## src/rtl/axis_len_framer.sv

```systemverilog
// axis_len_framer: length-driven AXI4-Stream TX framer.
// Takes a per-frame byte count, pulls ceil(len/8) 64-bit words from the upstream
// source and presents them through a one-entry registered output stage.
// The final beat carries m_tlast and a keep mask derived from the residual bytes.
module axis_len_framer #(
   parameter int C_LEN_WIDTH = 16
) (
   input  logic                   clk,
   input  logic                   rst_n,
   input  logic                   cmd_valid,
   output logic                   cmd_ready,
   input  logic [C_LEN_WIDTH-1:0] cmd_len,
   input  logic                   din_valid,
   output logic                   din_ready,
   input  logic [63:0]            din_data,
   output logic                   m_tvalid,
   input  logic                   m_tready,
   output logic [63:0]            m_tdata,
   output logic [7:0]             m_tkeep,
   output logic                   m_tlast,
   output logic                   busy,
   output logic                   frame_done,
   output logic                   err_zero_len
);

   typedef enum logic {IDLE = 1'b0, XFER = 1'b1} state_t;

   state_t                 state_q, state_d;
   logic [C_LEN_WIDTH-1:0] rem_q, rem_d;
   logic                   m_tvalid_q, m_tvalid_d;
   logic [63:0]            m_tdata_q, m_tdata_d;
   logic [7:0]             m_tkeep_q, m_tkeep_d;
   logic                   m_tlast_q, m_tlast_d;
   logic                   frame_done_q, frame_done_d;
   logic                   err_zero_len_q, err_zero_len_d;

   logic                   cmd_fire;
   logic                   pull;
   logic                   rem_gt8;
   logic [7:0]             keep_last;

   assign cmd_fire = cmd_valid && cmd_ready;
   assign pull     = din_valid && din_ready;
   assign rem_gt8  = (rem_q > C_LEN_WIDTH'(8));

   // Residual keep for the last beat: with 1..8 bytes left, lane gi is enabled
   // when more than gi bytes remain (LSB-first).
   generate
      for (genvar gi = 0; gi < 8; gi++) begin : g_keep
         assign keep_last[gi] = (rem_q[3:0] > 4'(gi));
      end
   endgenerate

   // State register and output stage, cleared asynchronously
   always_ff @(posedge clk or negedge rst_n) begin
      if (!rst_n) begin
         state_q        <= IDLE;
         rem_q          <= '0;
         m_tvalid_q     <= 1'b0;
         m_tdata_q      <= '0;
         m_tkeep_q      <= '0;
         m_tlast_q      <= 1'b0;
         frame_done_q   <= 1'b0;
         err_zero_len_q <= 1'b0;
      end else begin
         state_q        <= state_d;
         rem_q          <= rem_d;
         m_tvalid_q     <= m_tvalid_d;
         m_tdata_q      <= m_tdata_d;
         m_tkeep_q      <= m_tkeep_d;
         m_tlast_q      <= m_tlast_d;
         frame_done_q   <= frame_done_d;
         err_zero_len_q <= err_zero_len_d;
      end
   end

   // Next-state: command acceptance, word pull into the output stage, drain
   always_comb begin
      state_d        = state_q;
      rem_d          = rem_q;
      m_tvalid_d     = m_tvalid_q;
      m_tdata_d      = m_tdata_q;
      m_tkeep_d      = m_tkeep_q;
      m_tlast_d      = m_tlast_q;
      frame_done_d   = m_tvalid_q && m_tready && m_tlast_q;
      err_zero_len_d = cmd_fire && (cmd_len == '0);

      case (state_q)
         IDLE: begin
            if (cmd_fire && (cmd_len != '0)) begin
               rem_d   = cmd_len;
               state_d = XFER;
            end
         end
         XFER: begin
            if (pull && !rem_gt8) begin
               state_d = IDLE;
            end
         end
         default: state_d = IDLE;
      endcase

      // A pull refills the stage even while it drains; otherwise a taken beat empties it
      if (pull) begin
         m_tvalid_d = 1'b1;
         m_tdata_d  = din_data;
         if (rem_gt8) begin
            m_tkeep_d = 8'hFF;
            m_tlast_d = 1'b0;
            rem_d     = rem_q - C_LEN_WIDTH'(8);
         end else begin
            m_tkeep_d = keep_last;
            m_tlast_d = 1'b1;
            rem_d     = '0;
         end
      end else if (m_tvalid_q && m_tready) begin
         m_tvalid_d = 1'b0;
      end
   end

   // Outputs: handshake readiness derived from state and output-stage occupancy
   always_comb begin
      cmd_ready    = (state_q == IDLE);
      din_ready    = (state_q == XFER) && (!m_tvalid_q || m_tready);
      busy         = (state_q == XFER) || m_tvalid_q;
      m_tvalid     = m_tvalid_q;
      m_tdata      = m_tdata_q;
      m_tkeep      = m_tkeep_q;
      m_tlast      = m_tlast_q;
      frame_done   = frame_done_q;
      err_zero_len = err_zero_len_q;
   end

endmodule

```

## config.mk

```make
export PLATFORM = sky130hd
export DESIGN_NAME = axis_len_framer
export DESIGN_NICKNAME = d
export VERILOG_FILES = /design/src/rtl/axis_len_framer.sv
export SDC_FILE = /design/constraint.sdc
export NUM_CORES = 1
export LEC_CHECK = 0
export ABC_AREA = 1
export BUFFER_PORTS_ARGS = -buffer_cell sky130_fd_sc_hd__buf_2
export CAP_MARGIN = 0
export CORE_MARGIN = 1
export CORE_UTILIZATION = 52
export DETAILED_ROUTE_END_ITERATION = 10
export PLACE_DENSITY_LB_ADDON = 0.05
export RECOVER_POWER = 25
export SETUP_SLACK_MARGIN = 0.5
export SLEW_MARGIN = 40
export SYNTH_ARGS = -nofsm -noshare
export SYNTH_HDL_FRONTEND = slang
export SYNTH_SLANG_ARGS = --single-unit
```

## constraint.sdc

```tcl
create_clock -name clk -period 2.4 [get_ports clk]
set_clock_uncertainty 0.1 [all_clocks]
set_input_delay 0.12 -clock clk [delete_from_list [all_inputs] [get_ports clk]]
set_output_delay 0.12 -clock clk [all_outputs]
set_load 0.005 [all_outputs]
```

== After elaboration in Yosys (flattened, before gate mapping) ==
Cells that the tools add are included.

* $add $sub $neg: 1
* Order comparisons: 9
* Equality and inequality tests: 1
* Mux-type cells: 11
* Bitwise gates (word level): 1
* Reduce and logical (&&, ||, !) cells: 17

{| class="wikitable"
|+ Operators by type and width
! kind !! count
|-
| $mux 16 || 4
|-
| $gt 16x4->1 const B || 1
|-
| $gt 4x3->1 const B || 4
|-
| $logic_not 16->1 || 1
|-
| $reduce_bool 16->1 || 1
|-
| $sub 16x4->16 const B || 1
|-
| $gt 4x1->1 const B || 2
|-
| $gt 4x2->1 const B || 2
|-
| $logic_and 1x1->1 || 8
|-
| $mux 8 || 1
|-
| $mux 1 || 5
|-
| $reduce_bool 2->1 || 2
|-
| $logic_not 1->1 || 2
|-
| $logic_or 1x1->1 || 2
|-
| $ne 2x1->1 const B || 1
|-
| $pmux 1 s2 || 1
|-
| $reduce_and 2->1 || 1
|-
| $not 1->1 || 1
|}

* Bits in registers: 93
* Output and inout bits: 79
* Word-level logic and storage cells: 48

== Longest topological paths before layout ==
Gate-level depths: netlist of run 1.

* Word-level depth: 7
* Gate-level depth with buffers: 10
* Gate-level depth less buffers: 10

== Worst setup path after synthesis of run 1 ==
Ideal clock, no wire load.

* Kind: reg2reg
* Start: register rem_q[3]
* End: register rem_q[15]
* Setup time: 124 ps
* Arrival time: 1,297 ps
* Required time: 2,176 ps
* Slack: 879 ps
* Stages on the path, launching flop included: 10
* Clock period less this slack: 1,521 ps
* Cells stage by stage: dfrtp_1 > inv_2 > ha_1 > nand2_1 > nor2_1 > nand2_1 > nand2_1 > nand2_1 > nand2_1 > nand3_1

* Word-level cells in the longest chain between the ends: 3

{| class="wikitable"
|+ RTL lines
! what !! RTL line !! RTL
|-
| start, declared || 29 || <nowiki>logic [C_LEN_WIDTH-1:0] rem_q, rem_d;</nowiki>
|-
| start signal, assigned || 67 || <nowiki>rem_q <= rem_d;</nowiki>
|-
| $sub 16x4->16 / $gt 16x4->1 (equally long branches) || 110, 44 ||
|-
| $mux 16 * || 107 || <nowiki>if (rem_gt8) begin</nowiki>
|-
| $mux 16 * || 104 || <nowiki>if (pull) begin</nowiki>
|}

Mark *: on every way between the ends. The rest lies on a longest branch, timed or not.
A chain may end at the register's enable or synchronous reset.

== Worst setup path in the final report of run 1 ==
Ends and elaborated chain as after synthesis.

==> impl_metrics.py, run 1 <==
metrics = {
    "route": {
        "highest_layer": "met4",
        "wl_per_cell_um": 13.3,
        "wl_met3_um": 593,
        "via_per_inst": 4.88,
        "via_count": 4167,
        "postRouteWirelength_mm": 11.3,
        "drtIter0Drc": 205,
        "wl_met2_mm": 5.70,
        "m1WireLength_mm": 4.88,
        "drc": 0,
        "firstDrtPassIters": 4,
        "postRouteAntennaNets": 0,
    },
    "final_layout": {
        "nNetsFinal": 833,
        "area_growth_pct": 45.2,
        "multi_input_area_sq_mm": 0.00161,
        "antennaDiodeCount": 0,
        "layout-drive-gt1-share": 0.263,
        "stdcell_count": 854,
        "fill_cells": 543,
        "regArea_sq_mm": 0.00233,
    },
    "timing": {
        "relSlewSlack": 0.426,
        "timing.final.crit_share": 0.708,
        "timing.fmax_mhz": 589,
        "setup_viol": 0,
        "worst_pin_slew_ns": 0.861,
        "fin_crit_ns": 1.70,
        "setup_total_negative_slack_ns": 0,
        "maxSlewViolCount": 0,
        "grt_setup_unrepaired": "false",
        "hold_viol": 0,
    },
    "synthesis": {
        "yosys_warnings": 0,
        "avgSynthCellArea_sq_um": 8.21,
        "synthTopCellsByArea": "dfrtp_1 (56%), nand2_1 (23%), nand3_1 (6.8%)",
        "ys_seq_area_frac": 0.561,
        "syn_area_sq_mm": 0.00415,
        "synth_top_area_cell": "dfrtp_1",
        "synth_cell_type_count": 25,
        "synth-seq-cells": 93,
        "syn_inst": 505,
        "synth_top_area_frac": 0.561,
        "synthesis.nets": 591,
    },
    "critical_path": {
        "regToRegStartpoint": "rem_q[3]",
        "required_ns": 2.54,
        "slowest_delay_ns": 0.44,
        "critical_path_class": "flop to flop",
        "crit_chain": "inv_2 -> ha_1 -> nand2_1 -> nor2_1 -> nand2_1 -> nand2_1 -> nand2_1 -> nand2_1 -> nand3_1",
        "worst-path-max-fanout": 5,
        "slowest_stage": "dfrtp_1",
        "critPathArrivalTime_ns": 1.83,
        "critPathMostFrequentCell": "nand2_1",
        "worstSetupStartpoint": "rem_q[3]",
        "endpoint_kind": "flop",
        "startpoint_type": "flop",
    },
    "outcome": {
        "status": "finished clean",
    },
    "pwr": {
        "p_seq_frac": 0.451,
        "power_leakage_nw": 3.26,
        "vdd_drop_max_mv": 0.465,
        "swShare": 0.379,
        "p_per_area_mw_per_mm2": 896,
        "p_int_w": 0.00335,
        "clock_power_share": 0.169,
        "p_sw_w": 0.00205,
        "pwr-share-comb": 0.380,
    },
    "global_routing": {
        "grt_pass1_wl_mm": 18.4,
        "grt_pass1_vias": 3804,
        "overflow": 0,
        "antenna_found_initial": 0,
        "grt_max_degree": 86,
        "track_usage": 0.284,
    },
    "cts": {
        "cts_buffer_depth": 2,
        "clkTransAtPathRegs_ns": 0.09,
        "insertion_delay_ns": 0.35,
        "tritoncts": "built",
        "ctsRootBufferMaster": "clkbuf_8",
        "h-tree-depth": 3,
        "post-cts-setup-buffer-count": 0,
        "cts_buffers": 9,
        "cts.sinks": 93,
    },
    "placement": {
        "dp_cells": 755,
        "portBuffers": 163,
        "post-dp-hpwl_mm": 6.92,
        "gp_congestion": 0.841,
    },
    "die": {
        "coreArea_sq_mm": 0.00773,
        "dieWidth_um": 91.3,
        "start_util": 0.536,
        "die_h_um": 91.3,
        "rows": 32,
        "dieArea_sq_mm": 0.00833,
        "ios": 164,
    },
    "worst_hold_path": {
        "worst_hold_path_type": "primary input to flop",
        "min_from": "din_valid",
    },
    "job": {
        "maxCapViolCount": 0,
    },
}
## layout by cell type (no fill, tap or decap), types with 4 or more instances in the layout
cell           count
dfrtp_1           93
xor2_1             4
clkbuf_8           9
nor2_1            36
inv_1             12
dlygate4sd3_1     83
o21a_1             4
nand2_1          251
buf_2            161
nand3_1           56
nor2_2             4
## per-stage QoR
step | power, W | hold WS [ns] | cell area [sq um] | setup slack (ns) | util
detailed placement | 0.00436 | -0.00433 | 5020 | 0.704 | 0.649
finish | 0.00539 | 0.160 | 6020 | 0.702 | 0.779
floorplan | 0.00361 | -0.276 | 4150 | 0.879 | -
global placement | 0.00430 | -0.00410 | 5020 | 0.750 | 0.649
global route | 0.00582 | 0.170 | 6020 | 0.556 | 0.779
CTS | 0.00538 | 0.160 | 6020 | 0.701 | 0.779
## cell type report
| class | count | area share |
|---|---|---|
| multi-input combinational | 375 | 0.267 |
| inverter | 16 | 0.0104 |
| clock buffer | 11 | 0.0218 |
| timing repair buffer | 252 | 0.287 |
| tap | 102 | 0.0212 |
| clock inverter | 5 | 0.00603 |
| sequential | 93 | 0.387 |
## critical path: cells and delay by family, from the launching register on
family	cells	cell delay (ns)
and+or+nand+nor	7	0.68
DFF	1	0.44
adders and majority gates	1	0.26
buffers and inverters	1	0.11
## worst paths after layout
kind	endpoint	slack, ns	cells after the start
setup / recovery	rem_q[15]	0.70	9
hold / removal	m_tdata[62]	0.16	5
setup reg to reg	rem_q[15]	0.70	9
hold reg to reg	m_tdata[36]	0.38	2
max in group asynchronous	m_tdata[52]	1.09	3
min in group asynchronous	m_tdata[23]	0.31	2
## flip-flops by register name, summed over array words and instances, names as in the netlist
name and flops:
m_tlast 1, m_tdata 64, frame_done 1, rem_q 16, m_tkeep 8, state_q 1, m_tvalid 1, err_zero_len 1
## synthesized netlist by cell type
library cell	count
nand2_1	251
dfrtp_1	93
nand3_1	56
nor2_1	36
inv_1	12
buf_2	10
buf_6	8
inv_2	4
nand2_2	4
nor2_2	4
o21a_1	4
xor2_1	4
o21ai_0	3
clkbuf_1	2
nand2_4	2
nor2_4	2
xnor2_1	2
a21oi_1	1
a2bb2oi_1	1
buf_4	1
ha_1	1
nand3b_1	1
nand4_1	1
nor3_1	1
o21bai_1	1
## per-layer routing
layer,global-route usage,vias up
met5,0,-
met4,0.0926,0
met3,0.0503,10
met2,0.479,148
met1,0.375,1955
li1,-,2054
## cells by family after synthesis
logic type,synth area share
simple gates,0.355
flops,0.561
buf+inv,0.0519
compound gates,0.0160
xor+xnor,0.0127
fa+ha+maj,0.00302
## power groups by stage
stage,registers [W],logic [W],clock network [W]
floorplan,0.00245,0.00115,0
global placement,0.00243,0.00187,0
detailed placement,0.00245,0.00191,0
CTS,0.00242,0.00203,0.000938
global route,0.00250,0.00232,0.00100
finish,0.00243,0.00205,0.000914
## repair_timing
item,in CTS,in global routing
endpoints found under the setup margin,0,3
endpoints found under the hold margin,115,0
hold buffers,83,0
gates resized for setup,0,3
No activity file was read; power rests on OpenSTA's default activity.
==> run 2, diff against run 1 <==
ABC_AREA = 0   (was 1)
CORE_UTILIZATION = 48   (was 52)
clock period = 1.65 ns   (was 2.4 ns; I/O delays follow)
==> impl_metrics.py, run 2 <==
metrics = {
    "die": {
        "die_h_um": 93,
        "start_util": 0.504,
        "dieWidth_um": 93,
        "dieArea_sq_mm": 0.00865,
        "rows": 32,
        "ios": 164,
        "coreArea_sq_mm": 0.00789,
    },
    "placement": {
        "dp_slack_ns": -0.485,
        "post-dp-hpwl_mm": 7.29,
        "portBuffers": 163,
        "dp_cells": 729,
        "place_area_sq_mm": 0.00530,
        "gp_congestion": 0.842,
    },
    "synthesis": {
        "synthSimpleGateAreaFrac": 0.290,
        "synthesis.nets": 530,
        "synth-seq-cells": 93,
        "synth-main-ff-cell": "dfrtp_1",
        "synth_top_area_frac": 0.585,
        "synth-xor-area-share": 0,
        "synth_top_area_cell": "dfrtp_1",
        "yosys_warnings": 0,
        "syn_area_sq_mm": 0.00398,
        "synth_edf_count": 0,
        "ys_seq_area_frac": 0.585,
        "avgSynthCellArea_sq_um": 8.95,
        "yosys.area_share.adder": 0.00315,
        "synth_cell_type_count": 41,
        "synth.most_common_cell": "nand2_1",
        "synth_top_family_by_area": "simple AND/OR/NAND/NOR gates",
        "synth_compound_gate_area_share": 0.0799,
        "synth.area.mux_share": 0.00504,
        "async_flop_share": 1.00,
        "synthTopCellsByArea": "dfrtp_1 (59%), nand2_1 (19%), nand3_1 (2.1%)",
        "syn_inst": 444,
        "synth_commonest_cells": "nand2_1 (203), dfrtp_1 (93), clkbuf_1 (20)",
    },
    "critical_path": {
        "crit_chain": "or4_4 -> or3_4 -> or3_4 -> o32a_1",
        "path_delay_family": "simple AND/OR/NAND/NOR gates",
        "slowest_delay_ns": 0.57,
        "r2r_slack_ns": -0.60,
        "regToRegStartpoint": "rem_q[11]",
        "worst-path-max-fanout": 3,
        "worstSetupStartpoint": "rem_q[11]",
        "ff2ff_path_depth": 4,
        "slowest_stage": "or4_4",
        "endpoint_kind": "flop",
        "critPathMostFrequentCell": "or3_4",
        "critPathArrivalTime_ns": 2.41,
        "startpoint_type": "flop",
        "critical_path_class": "flop to flop",
        "required_ns": 1.81,
        "cp_num_buf_inv": 0,
        "cp.depth": 4,
    },
    "worst_hold_path": {
        "min_from": "cmd_valid",
        "hold_path_depth": 4,
        "worst_hold_path_type": "primary input to flop",
    },
    "pwr": {
        "p_per_area_mw_per_mm2": 1480,
        "vdd_drop_max_mv": 0.954,
        "power_leakage_nw": 3.69,
        "totalPowerFinal_w": 0.0107,
    },
    "global_routing": {
        "grt_pass1_wl_mm": 26.6,
        "grt_pass1_vias": 5278,
        "antenna_found_initial": 0,
        "overflow": 0,
        "track_usage": 0.415,
        "grt_max_degree": 54,
    },
    "timing": {
        "timing.final.crit_share": 1.36,
        "hold_viol": 1,
        "fin_crit_ns": 2.25,
        "grt_setup_unrepaired": "true",
        "worst_pin_slew_ns": 1.01,
        "setup_viol": 26,
        "worst_slack_ns": -0.600,
        "timing.fmax_mhz": 444,
        "setup_total_negative_slack_ns": -12.03,
        "hold_ws_ns": -0.00262,
        "maxSlewViolCount": 0,
        "relSlewSlack": 0.329,
    },
    "route": {
        "wl_met2_mm": 9.16,
        "postRouteAntennaNets": 0,
        "firstDrtPassIters": 5,
        "drc": 0,
        "wl_per_cell_um": 20.8,
        "m1WireLength_mm": 6.37,
        "wl_met3_mm": 1.37,
        "highest_layer": "met4",
        "postRouteWirelength_mm": 17.9,
        "via_count": 4980,
        "drtIter0Drc": 514,
        "via_per_inst": 5.78,
    },
    "cts": {
        "clkTransAtPathRegs_ns": 0.10,
        "cts.sinks": 93,
        "h-tree-depth": 3,
        "ctsRootBufferMaster": "clkbuf_8",
        "insertion_delay_ns": 0.37,
        "cts_buffers": 9,
        "cts_buffer_depth": 2,
        "tritoncts": "built",
    },
    "outcome": {
        "violations": "negative hold slack, negative setup slack",
        "status": "complete, but fails checks",
    },
    "final_layout": {
        "largest_reg_flops": 64,
        "final_cell_mix": "buf_2 (159), nand2_1 (132), dfrtp_1 (92)",
        "final_area_sq_mm": 0.00725,
        "fill_cells": 279,
        "regArea_sq_mm": 0.00233,
        "antennaDiodeCount": 0,
        "layout-drive-gt1-share": 0.476,
        "multi_input_area_sq_mm": 0.00184,
        "stdcell_count": 861,
        "final_common_cell": "buf_2",
        "nNetsFinal": 840,
        "area_growth_pct": 82.4,
    },
    "job": {
        "maxCapViolCount": 0,
    },
}
==> run 2: cell types whose count changed after synthesis, moves of 5 or more <==
cell       previous run  this run
a21oi_1               1         8
buf_1                 0         6
buf_2                10         0
buf_6                 8         0
clkbuf_1              2        20
nand2_1             251       203
nand3_1              56        17
nor2_1               36        16
nor4_1                0         6
o2111ai_1             0         5
o211ai_1              0         7
==> run 2: power breakdown <==
group,leakage [nW],internal (W),switching [W]
registers,1.12,0.00306,0.000653
logic,2.48,0.00274,0.00266
clock network,0.0878,0.000744,0.000888
==> run 2: metal layers <==
layer	track usage	vias to the layer above
met4	0.265	0
met1	0.458	2413
met2	0.711	377
li1	-	2102
met5	0	-
met3	0.107	88
==> run 2: kinds of logic (layout without fill, tap and decap cells) <==
logic type               count (synthesis)  in the layout
AND/OR/NAND/NOR                        270            270
flip-flops                              93             93
AO/OA/AOI/OAI                           42             42
buffers and inverters                   36            351
multiplexers                             2              2
adder cells (fa/ha/maj)                  1              1
==> run 2: tightest hold or removal path, stage by stage <==
cell	delay, ns
buf_2	0.10
nand2b_1	0.08
buf_4	0.13
nor2_2	0.05
==> run 2: worst paths after layout <==
path                                     end
worst max-delay path              m_tkeep[3]
worst min-delay path            err_zero_len
worst max register to register    m_tkeep[3]
worst min register to register   m_tdata[23]
max in group asynchronous        m_tdata[50]
min in group asynchronous        m_tdata[16]
==> run 2: area by class of cell <==
| class | count | share of cell area |
|---|---|---|
| well taps | 102 | 0.0176 |
| inverters | 9 | 0.00466 |
| flip-flops and latches | 93 | 0.321 |
| multi-input cells | 315 | 0.254 |
| clock inverters | 5 | 0.00828 |
| repair buffers | 326 | 0.375 |
| clock buffers | 11 | 0.0195 |
==> run 2: stage by stage <==
step	utilization	hold slack [ns]
after floorplan	-	-0.313
final	0.919	-0.00262
after CTS	0.909	-0.0795
after global routing	0.919	-0.00725
after global placement	0.672	-0.0212
after detailed placement	0.672	-0.0193
==> run 2: what timing repair did <==
item	in CTS	in global routing
pin swaps	71	9
gates resized for setup	121	12
endpoints found under the setup margin	95	100
cloned	13	0
buffers inserted	16	6
hold buffers	81	5
hold endpoints to repair	175	6
